--- src/rtl/pipe_merge_sink_pkg.sv ---
// Shared defaults and source encodings for the two-pipeline merge sink.
package pipe_merge_sink_pkg;

    localparam int DATA_W_DEF = 32;
    localparam int DEPTH_DEF  = 4;

    typedef enum logic {
        SRC_P1 = 1'b0,
        SRC_P2 = 1'b1
    } src_e;

endpackage

--- src/rtl/pipe_merge_sink_if.sv ---
// Bundle of the two upstream pipelines, the merged downstream port and status flags.
interface pipe_merge_sink_if #(
    parameter int DATA_W = pipe_merge_sink_pkg::DATA_W_DEF
);
    logic [DATA_W-1:0] in_data_1;
    logic              in_valid_1;
    logic [DATA_W-1:0] in_data_2;
    logic              in_valid_2;
    logic              out_ready;
    logic [DATA_W-1:0] out_data;
    logic              out_src;
    logic              out_valid;
    logic              stall;
    logic              overflow;

    modport master (
        output in_data_1, in_valid_1, in_data_2, in_valid_2, out_ready,
        input  out_data, out_src, out_valid, stall, overflow
    );

    modport slave (
        input  in_data_1, in_valid_1, in_data_2, in_valid_2, out_ready,
        output out_data, out_src, out_valid, stall, overflow
    );
endinterface

--- src/rtl/merge_fifo.sv ---
// First-word-fall-through FIFO with occupancy count.
// Latency: word pushed at edge t is on head_dat in cycle t+1.
// Backpressure: push while full is ignored unless a pop happens in the same cycle.
module merge_fifo #(
    parameter int DATA_W = 32,
    parameter int DEPTH  = 4,
    localparam int AW    = $clog2(DEPTH),
    localparam int CW    = AW + 1
) (
    input  logic              clk,
    input  logic              reset,
    input  logic              push,
    input  logic [DATA_W-1:0] push_dat,
    input  logic              pop,
    output logic [DATA_W-1:0] head_dat,
    output logic [CW-1:0]     count,
    output logic              full,
    output logic              empty
);
    logic [DATA_W-1:0] mem [DEPTH];
    logic [AW-1:0]     rd_ptr;
    logic [AW-1:0]     wr_ptr;
    logic              do_push;
    logic              do_pop;

    assign full     = (count == CW'(DEPTH));
    assign empty    = (count == '0);
    assign do_pop   = pop && !empty;
    assign do_push  = push && (!full || do_pop);
    assign head_dat = mem[rd_ptr];

    // Storage carries no reset; emptiness is tracked by count alone.
    always_ff @(posedge clk) begin
        if (do_push) begin
            mem[wr_ptr] <= push_dat;
        end
    end

    always_ff @(posedge clk) begin
        if (reset) begin
            rd_ptr <= '0;
            wr_ptr <= '0;
            count  <= '0;
        end else begin
            if (do_push) begin
                wr_ptr <= wr_ptr + 1'b1;
            end
            if (do_pop) begin
                rd_ptr <= rd_ptr + 1'b1;
            end
            case ({do_push, do_pop})
                2'b10:   count <= count + 1'b1;
                2'b01:   count <= count - 1'b1;
                default: count <= count;
            endcase
        end
    end
endmodule

--- src/rtl/pipe_merge_sink.sv ---
// Merges two pipelines through per-source FIFOs with a round-robin, lock-on-stall arbiter.
// Latency: one cycle from input push to out_valid when the FIFO is empty and uncontended.
// Backpressure: registered stall when either FIFO nears full; words beyond capacity are dropped and flagged.
module pipe_merge_sink
    import pipe_merge_sink_pkg::*;
#(
    parameter int DATA_W = DATA_W_DEF,
    parameter int DEPTH  = DEPTH_DEF
) (
    input  logic            clk,
    input  logic            reset,
    pipe_merge_sink_if.slave bus
);
    localparam int              CW       = $clog2(DEPTH) + 1;
    localparam logic [CW-1:0]   STALL_TH = CW'(DEPTH - 1);

    logic [DATA_W-1:0] head_1, head_2;
    logic [CW-1:0]     cnt_1, cnt_2, nxt_1, nxt_2;
    logic              full_1, full_2, empty_1, empty_2;
    logic              push_1, push_2, pop_1, pop_2;
    logic              out_valid, xfer, grant;
    logic              last_grant, lock, lock_grant;

    merge_fifo #(.DATA_W(DATA_W), .DEPTH(DEPTH)) u_fifo_1 (
        .clk(clk), .reset(reset), .push(bus.in_valid_1), .push_dat(bus.in_data_1),
        .pop(pop_1), .head_dat(head_1), .count(cnt_1), .full(full_1), .empty(empty_1)
    );

    merge_fifo #(.DATA_W(DATA_W), .DEPTH(DEPTH)) u_fifo_2 (
        .clk(clk), .reset(reset), .push(bus.in_valid_2), .push_dat(bus.in_data_2),
        .pop(pop_2), .head_dat(head_2), .count(cnt_2), .full(full_2), .empty(empty_2)
    );

    // A held offer keeps its grant so downstream sees stable data until it accepts.
    always_comb begin
        grant = SRC_P1;
        if (lock) begin
            grant = lock_grant;
        end else if (!empty_1 && !empty_2) begin
            grant = ~last_grant;
        end else if (!empty_2) begin
            grant = SRC_P2;
        end
    end

    assign out_valid = !empty_1 || !empty_2;
    assign xfer      = out_valid && bus.out_ready;
    assign pop_1     = xfer && (grant == SRC_P1);
    assign pop_2     = xfer && (grant == SRC_P2);
    assign push_1    = bus.in_valid_1 && (!full_1 || pop_1);
    assign push_2    = bus.in_valid_2 && (!full_2 || pop_2);
    assign nxt_1     = cnt_1 + CW'(push_1) - CW'(pop_1);
    assign nxt_2     = cnt_2 + CW'(push_2) - CW'(pop_2);

    assign bus.out_valid = out_valid;
    assign bus.out_data  = out_valid ? (grant ? head_2 : head_1) : '0;
    assign bus.out_src   = out_valid ? grant : 1'b0;

    always_ff @(posedge clk) begin
        if (reset) begin
            last_grant   <= SRC_P2;
            lock         <= 1'b0;
            lock_grant   <= SRC_P1;
            bus.stall    <= 1'b0;
            bus.overflow <= 1'b0;
        end else begin
            if (xfer) begin
                last_grant <= grant;
                lock       <= 1'b0;
            end else if (out_valid) begin
                lock       <= 1'b1;
                lock_grant <= grant;
            end
            bus.stall <= (nxt_1 >= STALL_TH) || (nxt_2 >= STALL_TH);
            if ((bus.in_valid_1 && full_1 && !pop_1) || (bus.in_valid_2 && full_2 && !pop_2)) begin
                bus.overflow <= 1'b1;
            end
        end
    end
endmodule

--- src/flat_wrapper.sv ---
// flat-port wrapper written by rule: the top's interface ports become plain ports
module pipe_merge_sink_flat import pipe_merge_sink_pkg::*;
#(
    parameter int DATA_W = DATA_W_DEF,
    parameter int DEPTH  = DEPTH_DEF
)
  (clk, reset, bus_in_data_1, bus_in_valid_1, bus_in_data_2, bus_in_valid_2, bus_out_ready, bus_out_data, bus_out_src, bus_out_valid, bus_stall, bus_overflow);
  pipe_merge_sink_if #(.DATA_W(DATA_W)) bus_i ();
  input  logic clk;
  input  logic reset;
  input wire logic [$bits(bus_i.in_data_1)-1:0] bus_in_data_1;
  input wire logic [$bits(bus_i.in_valid_1)-1:0] bus_in_valid_1;
  input wire logic [$bits(bus_i.in_data_2)-1:0] bus_in_data_2;
  input wire logic [$bits(bus_i.in_valid_2)-1:0] bus_in_valid_2;
  input wire logic [$bits(bus_i.out_ready)-1:0] bus_out_ready;
  output wire logic [$bits(bus_i.out_data)-1:0] bus_out_data;
  output wire logic [$bits(bus_i.out_src)-1:0] bus_out_src;
  output wire logic [$bits(bus_i.out_valid)-1:0] bus_out_valid;
  output wire logic [$bits(bus_i.stall)-1:0] bus_stall;
  output wire logic [$bits(bus_i.overflow)-1:0] bus_overflow;
  assign bus_i.in_data_1 = bus_in_data_1;
  assign bus_i.in_valid_1 = bus_in_valid_1;
  assign bus_i.in_data_2 = bus_in_data_2;
  assign bus_i.in_valid_2 = bus_in_valid_2;
  assign bus_i.out_ready = bus_out_ready;
  assign bus_out_data = bus_i.out_data;
  assign bus_out_src = bus_i.out_src;
  assign bus_out_valid = bus_i.out_valid;
  assign bus_stall = bus_i.stall;
  assign bus_overflow = bus_i.overflow;
  pipe_merge_sink #(.DATA_W(DATA_W), .DEPTH(DEPTH)) u_core (.clk(clk), .reset(reset), .bus(bus_i));
endmodule
--- config.mk ---
export PLATFORM = sky130hd
export DESIGN_NAME = pipe_merge_sink_flat
export DESIGN_NICKNAME = d
export VERILOG_FILES = /design/src/rtl/pipe_merge_sink_pkg.sv /design/src/rtl/pipe_merge_sink_if.sv /design/src/rtl/merge_fifo.sv /design/src/rtl/pipe_merge_sink.sv /design/src/flat_wrapper.sv
export SDC_FILE = /design/constraint.sdc
export NUM_CORES = 1
export LEC_CHECK = 0
export CORE_AREA = 2 2 132 147
export CTS_BUF_LIST = sky130_fd_sc_hd__clkbuf_8 sky130_fd_sc_hd__clkbuf_16
export DETAILED_ROUTE_END_ITERATION = 16
export DIE_AREA = 0 0 134 149
export PLACE_DENSITY = 0.8
export SYNTH_ARGS = -nofsm -noshare
export SYNTH_HDL_FRONTEND = slang
export SYNTH_SLANG_ARGS = --single-unit
--- constraint.sdc ---
create_clock -name clk -period 8.8 [get_ports clk]
set_input_delay 1.76 -clock clk [delete_from_list [all_inputs] [get_ports clk]]
set_output_delay 1.76 -clock clk [all_outputs]
set_load 0.01 [all_outputs]
==> flow_metrics.env, run 1 <==
export IMPL_final_routed_drc_violation_total=0
export IMPL_setup_viol_count_final=0
export IMPL_power_frac_comb_pct=36.8
export IMPL_final_clock_skew_ns=0.0218
export IMPL_final_max_slew_violation_count=0
export IMPL_io_buffer_count=104
export IMPL_cts_tree="done"
export IMPL_nNetsFinal=789
export IMPL_power_density_cell_area_nw_per_um2=354
export IMPL_crit_path_cell_chain="or4_4, o211ai_4, buf_4, nand2_1, a21oi_1, clkdlybuf4s50_1"
export IMPL_clock_sinks=279
export IMPL_fmax_mhz=208
export IMPL_drv_max_cap_violation_count=0
export IMPL_postCtsHoldBufs=0
export IMPL_route_antenna_remaining_nets=0
export IMPL_cts_root_buf="sky130_fd_sc_hd__clkbuf_16"
export IMPL_crit_slowest_cell="sky130_fd_sc_hd__or4_4"
export IMPL_rows=53
export IMPL_worst_ir_drop_vdd_v=0.000233
export IMPL_clockPowerShare_pct=24.3
export IMPL_post_drt_via_cell_ratio=5.93
export IMPL_worst_hold_path_type="reg2reg"
export IMPL_share_seq_of_total_power_pct=38.8
export IMPL_p_sw_share_pct=32.0
export IMPL_final_estimated_routing_congestion_in_global_placement=0.791
export IMPL_die_height_um=149
export IMPL_clk_pin_slew_worst_paths_ns=0.07
export IMPL_crit_path_max_incr_delay_ns=0.57
export IMPL_cts_htree_levels=1
export IMPL_totalPowerFinal_mw=4.68
export IMPL_run_status="finished, final reports clean"
export IMPL_post_drt_wl_per_cell_um=22.6
export IMPL_proportion_of_netlist_area_held_by_the_largest_area_contributor_pct=69.5
export IMPL_timing_final_hold_violations=0
export IMPL_antenna_found_initial=1
export IMPL_synth_flop_cell="sky130_fd_sc_hd__edfxtp_1"
export IMPL_synth_warnings=0
export IMPL_yosys_register_bits=279
export IMPL_dr_total_vias=5778
export IMPL_combinational_family_with_the_most_area_after_synthesis="multiplexers"
export IMPL_die_width_um=134
export IMPL_leading_cell_types_by_total_area_after_synthesis="sky130_fd_sc_hd__edfxtp_1, sky130_fd_sc_hd__mux4_2, sky130_fd_sc_hd__dfxtp_1, sky130_fd_sc_hd__nand2_1, sky130_fd_sc_hd__a21oi_1"
export IMPL_layout_min_cycle_time_ns=4.81
export IMPL_rsz_0062_raised_after_global_routing="false"
export IMPL_seqCellArea_um2=8150
export IMPL_ys_seq_area_share_pct=73.7
export IMPL_num_io_pins=105
export IMPL_max_clock_path_buffers=3
export IMPL_grt_start_max_net_pins=41
export IMPL_first_pass_grt_wire_length_um=33500
export IMPL_synth_area_per_cell_um2=18.5
export IMPL_setup_tns_ns=0
export IMPL_yosys_top_cells_count="sky130_fd_sc_hd__edfxtp_1, sky130_fd_sc_hd__nand2_1, sky130_fd_sc_hd__mux4_2"
export IMPL_cp_end_kind="output port"
export IMPL_multi_input_comb_area_um2=2760
export IMPL_worst_ep_required_time_ns=7.04
export IMPL_max_slew_margin_rel_pct=24.9
export IMPL_p_sw_mw=1.50
export IMPL_worstSkewPairLatency_ns=0.54
export IMPL_synth_fa_ha_area_share_pct=1.86
export IMPL_final_layout_size_suffix_gt1_share_pct=17.8
export IMPL_share_of_the_synthesized_area_in_compound_gates_ao_oa_aoi_oai_pct=3.18
export IMPL_grt_remaining_overflow=0
export IMPL_worstPathArrival_ns=3.05
export IMPL_timing_worst_slew_pin_value_ns=1.12
export IMPL_synth_async_reset_ratio_pct=0
export IMPL_synthSimpleGateAreaFrac_pct=5.19
export IMPL_finish_cell_count_without_fillers=974
export IMPL_synth_xor_area_share_pct=0.792
export IMPL_mappedNetlistArea_um2=11100
export IMPL_area_delta_synth_final_pct=19.5
export IMPL_synthesis_nets=682
export IMPL_synth_edf_count=256
export IMPL_initial_core_util_pct=59.3
export IMPL_placedCellCount=925
export IMPL_tritoncts_num_buffers=26
export IMPL_start_kind="flip-flop"
export IMPL_dieArea_um2=20000
export IMPL_power_leakage_nw=4.32
export IMPL_synth_top_area_cell="sky130_fd_sc_hd__edfxtp_1"
export IMPL_drt_iter0_markers=479
export IMPL_drt_wl_total_um=22000
export IMPL_initial_drt_pass_iterations=5
export IMPL_post_cts_repair_setup_buffers=0
export IMPL_critPathMaxFanout=26
export IMPL_timing_worst_setup_path_type="reg2out"
export IMPL_timing_final_crit_share_pct=54.7
export IMPL_dp_hpwl_um=12900
export IMPL_grt_usage_pct=22.5
export IMPL_fill_cells=1092
export IMPL_detailed_place_area_um2=12300
export IMPL_synth_cells=599
export IMPL_final_design_area_no_fill_um2=13200
export IMPL_intPower_mw=3.18
export IMPL_core_region_area_um2=18600
export IMPL_synth_area_mux_share_pct=13.7
export IMPL_synth_cell_types=40
export IMPL_cts_repair_resize_count=0
export IMPL_vias_in_the_first_global_route=6015
export IMPL_synthMostInstantiatedCell="sky130_fd_sc_hd__edfxtp_1"
export IMPL_holdWs_ns=0.504
## routing by layer
metal  vias up  GRT usage (%)  wire, µm
li1       2572              -         -
met3        46           3.91      1460
met1      2920           30.3      8890
met5         -              0         0
met2       240           37.7     11100
met4         0           8.03       604
## cells by family (layout without fill, tap and decap cells)
| family | Yosys count | after routing |
|---|---|---|
| flops | 279 | 279 |
| mux | 71 | 71 |
| buf+inv | 39 | 166 |
| fa+ha+maj | 14 | 14 |
| compound gates | 58 | 58 |
| xor+xnor | 10 | 10 |
| other cells | 0 | 1 |
| simple gates | 128 | 128 |
## worst max-delay path, delay by kind of cell (launching register included)
| family | cells | cell delay [ns] |
|---|---|---|
| compound gates | 2 | 0.51 |
| flops | 1 | 0.34 |
| simple gates | 2 | 0.66 |
| buf+inv | 2 | 1.00 |
## placed cells by master, fill, tap and decap left out, drive strengths merged, types with 5 or more instances in the layout
cell type      count
a21oi             39
and2              10
clkbuf            28
clkdlybuf4s50    104
clkinv            14
dfxtp             23
edfxtp           256
ha                10
inv               12
mux2i              5
mux4              64
nand2             71
nand3              6
nor2              20
nor3               5
o21ai              5
xnor2              6
## per-stage QoR
stage	utilization, %	setup slack (ns)
after floorplan	-	5.15
after global placement	66.2	4.53
after detailed placement	66.2	4.43
after CTS	70.9	4.01
after global routing	70.9	3.81
final	70.9	3.99
## power by group through the flow
| stage | registers, mW | logic [mW] | clock network (mW) |
|---|---|---|---|
| after floorplan | 1.80 | 1.06 | 0 |
| after global placement | 1.82 | 1.68 | 0 |
| after detailed placement | 1.84 | 1.71 | 0 |
| after CTS | 1.82 | 1.74 | 1.15 |
| after global routing | 1.84 | 1.86 | 1.20 |
| final | 1.82 | 1.72 | 1.14 |
## final cells by class
type	instances	share of cell area (%)
flip-flops and latches	279	61.7
well taps	247	2.34
inverters	10	0.284
repair buffers	108	8.11
diodes	1	0.0189
clock inverters	20	1.54
multi-input cells	281	20.9
clock buffers	28	5.13
## worst paths after layout
path                            depth (start not counted)                     start           endpoint  slack, ns
worst min register to register                          2         u_core.last_grant  u_core.last_grant       0.50
worst min-delay path                                    2         u_core.last_grant  u_core.last_grant       0.50
worst max-delay path                                    6               u_core.lock   bus_out_data[10]       3.99
worst max register to register                          9  u_core.u_fifo_1.count[0]   u_core.bus.stall       5.26
## flip-flops by register name, indices dropped and copies added (netlist names), named ones only
signal,count
u_core.u_fifo_2.rd_ptr,2
u_core.u_fifo_2.mem,128
u_core.u_fifo_1.rd_ptr,2
u_core.u_fifo_2.wr_ptr,2
u_core.u_fifo_1.count,3
u_core.bus.overflow,1
u_core.u_fifo_1.mem,128
u_core.u_fifo_2.count,3
u_core.lock,1
u_core.last_grant,1
u_core.lock_grant,1
u_core.bus.stall,1
u_core.u_fifo_1.wr_ptr,2
Note: power is estimated with default switching activity, not from simulation.
==> run 2, diff against run 1 <==
--- a/config.mk
+++ b/config.mk
@@ -5,11 +5,11 @@
 export SDC_FILE = /design/constraint.sdc
 export NUM_CORES = 1
 export LEC_CHECK = 0
-export CORE_AREA = 2 2 132 147
+export CORE_AREA = 2 2 136 152
 export CTS_BUF_LIST = sky130_fd_sc_hd__clkbuf_8 sky130_fd_sc_hd__clkbuf_16
 export DETAILED_ROUTE_END_ITERATION = 16
-export DIE_AREA = 0 0 134 149
-export PLACE_DENSITY = 0.8
+export DIE_AREA = 0 0 138 154
+export PLACE_DENSITY = 0.75
 export SYNTH_ARGS = -nofsm -noshare
 export SYNTH_HDL_FRONTEND = slang
 export SYNTH_SLANG_ARGS = --single-unit
==> constraint.sdc (replaced) <==
create_clock -name clk -period 4.55 [get_ports clk]
set_input_delay 0.91 -clock clk [delete_from_list [all_inputs] [get_ports clk]]
set_output_delay 0.91 -clock clk [all_outputs]
set_load 0.01 [all_outputs]
==> flow_metrics.env, run 2 (same netlist as run 1, synthesis figures left out) <==
export IMPL_die_height_um=154
export IMPL_tritoncts_num_buffers=27
export IMPL_drt_wl_total_um=22900
export IMPL_final_clock_skew_ns=0.00686
export IMPL_worstHoldStart="u_core.lock_grant"
export IMPL_setup_viol_count_final=0
export IMPL_totalPowerFinal_mw=9.18
export IMPL_grt_remaining_overflow=0
export IMPL_critPathMaxFanout=30
export IMPL_worst_ep_required_time_ns=3.64
export IMPL_clock_sinks=279
export IMPL_max_clock_path_buffers=3
export IMPL_biggestRegsByFlops="u_core.u_fifo_1.mem x128, u_core.u_fifo_2.mem x128"
export IMPL_cts_root_buf="sky130_fd_sc_hd__clkbuf_16"
export IMPL_detailed_place_area_um2=12500
export IMPL_final_core_utilization_pct=68.2
export IMPL_power_leakage_nw=4.38
export IMPL_worstPathArrival_ns=3.41
export IMPL_rows=54
export IMPL_initial_drt_pass_iterations=5
export IMPL_io_buffer_count=104
export IMPL_hold_path_cell_cnt=2
export IMPL_core_region_area_um2=19600
export IMPL_fill_cells=1279
export IMPL_first_pass_grt_wire_length_um=35100
export IMPL_grt_usage_pct=21.6
export IMPL_final_layout_size_suffix_gt1_share_pct=18.6
export IMPL_cts_htree_levels=1
export IMPL_critPathLaunch="u_core.u_fifo_1.count[2]"
export IMPL_worstSkewPairLatency_ns=0.52
export IMPL_multi_input_comb_area_um2=2760
export IMPL_post_drt_via_cell_ratio=5.94
export IMPL_commonest_cells_after_routing_fill_and_taps_aside="sky130_fd_sc_hd__edfxtp_1, sky130_fd_sc_hd__clkdlybuf4s50_1, sky130_fd_sc_hd__nand2_1, sky130_fd_sc_hd__mux4_2, sky130_fd_sc_hd__a21oi_1"
export IMPL_area_delta_synth_final_pct=20.8
export IMPL_path_delay_family="compound AO/OA/AOI/OAI gates"
export IMPL_start_kind="flip-flop"
export IMPL_timing_final_crit_share_pct=94.8
export IMPL_max_slew_margin_rel_pct=23.8
export IMPL_most_common_cell_after_layout_fill_and_taps_aside="sky130_fd_sc_hd__edfxtp_1"
export IMPL_power_density_cell_area_nw_per_um2=687
export IMPL_timing_worst_slew_pin_value_ns=1.14
export IMPL_hold_path_endpoint="u_core.lock_grant"
export IMPL_drt_iter0_markers=468
export IMPL_post_drt_wl_per_cell_um=23.2
export IMPL_route_antenna_remaining_nets=0
export IMPL_final_routed_drc_violation_total=0
export IMPL_worst_ir_drop_vdd_v=0.000447
export IMPL_nNetsFinal=800
export IMPL_dp_hpwl_um=14400
export IMPL_final_max_slew_violation_count=0
export IMPL_crit_path_max_incr_delay_ns=0.99
export IMPL_rsz_0062_raised_after_global_routing="false"
export IMPL_cp_end_kind="output port"
export IMPL_final_design_area_no_fill_um2=13400
export IMPL_final_estimated_routing_congestion_in_global_placement=0.746
export IMPL_num_io_pins=105
export IMPL_drv_max_cap_violation_count=0
export IMPL_r2r_start="u_core.u_fifo_1.count[2]"
export IMPL_crit_slowest_cell="sky130_fd_sc_hd__o211a_1"
export IMPL_cts_tree="done"
export IMPL_antenna_found_initial=2
export IMPL_worst_hold_path_type="reg2reg"
export IMPL_initial_core_util_pct=56.4
export IMPL_crit_path_cell_chain="nor3_2, o211a_1, buf_4, nand2_1, a21oi_1, clkdlybuf4s50_1"
export IMPL_post_cts_repair_setup_buffers=0
export IMPL_die_width_um=138
export IMPL_setup_reg_to_reg_worst_slack_ns=0.87
export IMPL_seqCellArea_um2=8150
export IMPL_reg2reg_depth=9
export IMPL_vias_in_the_first_global_route=6303
export IMPL_critical_path_buf_inv_count=2
export IMPL_holdWs_ns=0.474
export IMPL_timing_worst_setup_path_type="reg2out"
export IMPL_fmax_mhz=232
export IMPL_grt_start_max_net_pins=33
export IMPL_dr_total_vias=5867
export IMPL_postCtsHoldBufs=0
export IMPL_setup_tns_ns=0
export IMPL_dieArea_um2=21300
export IMPL_layout_min_cycle_time_ns=4.32
export IMPL_clk_pin_slew_worst_paths_ns=0.06
export IMPL_run_status="finished, final reports clean"
export IMPL_r2r_endpoint="u_core.bus.stall"
export IMPL_timing_final_hold_violations=0
export IMPL_cts_repair_resize_count=0
## run 2: changes by cell type in the layout (fill, tap and decap cells not counted), sizes merged, moves of 2 or more
| cell | previous run | this run |
|---|---|---|
| inv | 12 | 14 |
| buf | 4 | 14 |
| clkinv | 14 | 6 |
| clkinvlp | 0 | 3 |
## run 2: cell type report
class,instances,share of cell area (%)
clock inverters,18,1.63
well taps,252,2.36
multi-input cells,281,20.7
diodes,2,0.0375
flip-flops and latches,279,61.0
clock buffers,27,5.06
repair buffers,118,8.96
inverters,10,0.281
## run 2: metrics by stage
step | instances | setup slack (ns)
floorplan | 599 | 1.68
global placement | 940 | 0.947
detailed placement | 940 | 0.789
CTS | 985 | 0.222
global route | 987 | 0.0327
finish | 987 | 0.234
## run 2: power by group
| group | total (mW) | internal [mW] | switching [mW] |
|---|---|---|---|
| clock network | 2.25 | 1.35 | 0.895 |
| registers | 3.53 | 3.32 | 0.210 |
| logic | 3.40 | 1.58 | 1.81 |
| total | 9.18 | 6.26 | 2.92 |
## run 2: worst max path at each step
stage | end | slack [ns] | cells after the start
2_1_floorplan | u_core.bus.stall | 1.68 | 11
3_3_place_gp | bus_out_data[7] | 0.95 | 6
3_5_place_dp | bus_out_data[7] | 0.79 | 6
4_1_cts | bus_out_data[7] | 0.22 | 6
5_1_grt | bus_out_data[7] | 0.03 | 6
6_report | bus_out_data[7] | 0.23 | 6
## run 2: worst reg2reg max path: stages (launching register included)
cell,delay (ns)
sky130_fd_sc_hd__dfxtp_1,0.36
sky130_fd_sc_hd__nor3_2,0.43
sky130_fd_sc_hd__o211a_1,1.00
sky130_fd_sc_hd__buf_4,0.31
sky130_fd_sc_hd__nand3_1,0.18
sky130_fd_sc_hd__mux2i_1,0.19
sky130_fd_sc_hd__ha_1,0.23
sky130_fd_sc_hd__fa_1,0.46
sky130_fd_sc_hd__a221oi_1,0.27
sky130_fd_sc_hd__a21oi_1,0.10
## run 2: per-layer routing
layer	GRT usage [%]	wire (µm)	vias up
met5	0	0	-
met4	6.07	476	0
met3	3.39	1360	37
met2	38.8	12000	225
met1	27.7	9040	3012
li1	-	-	2593
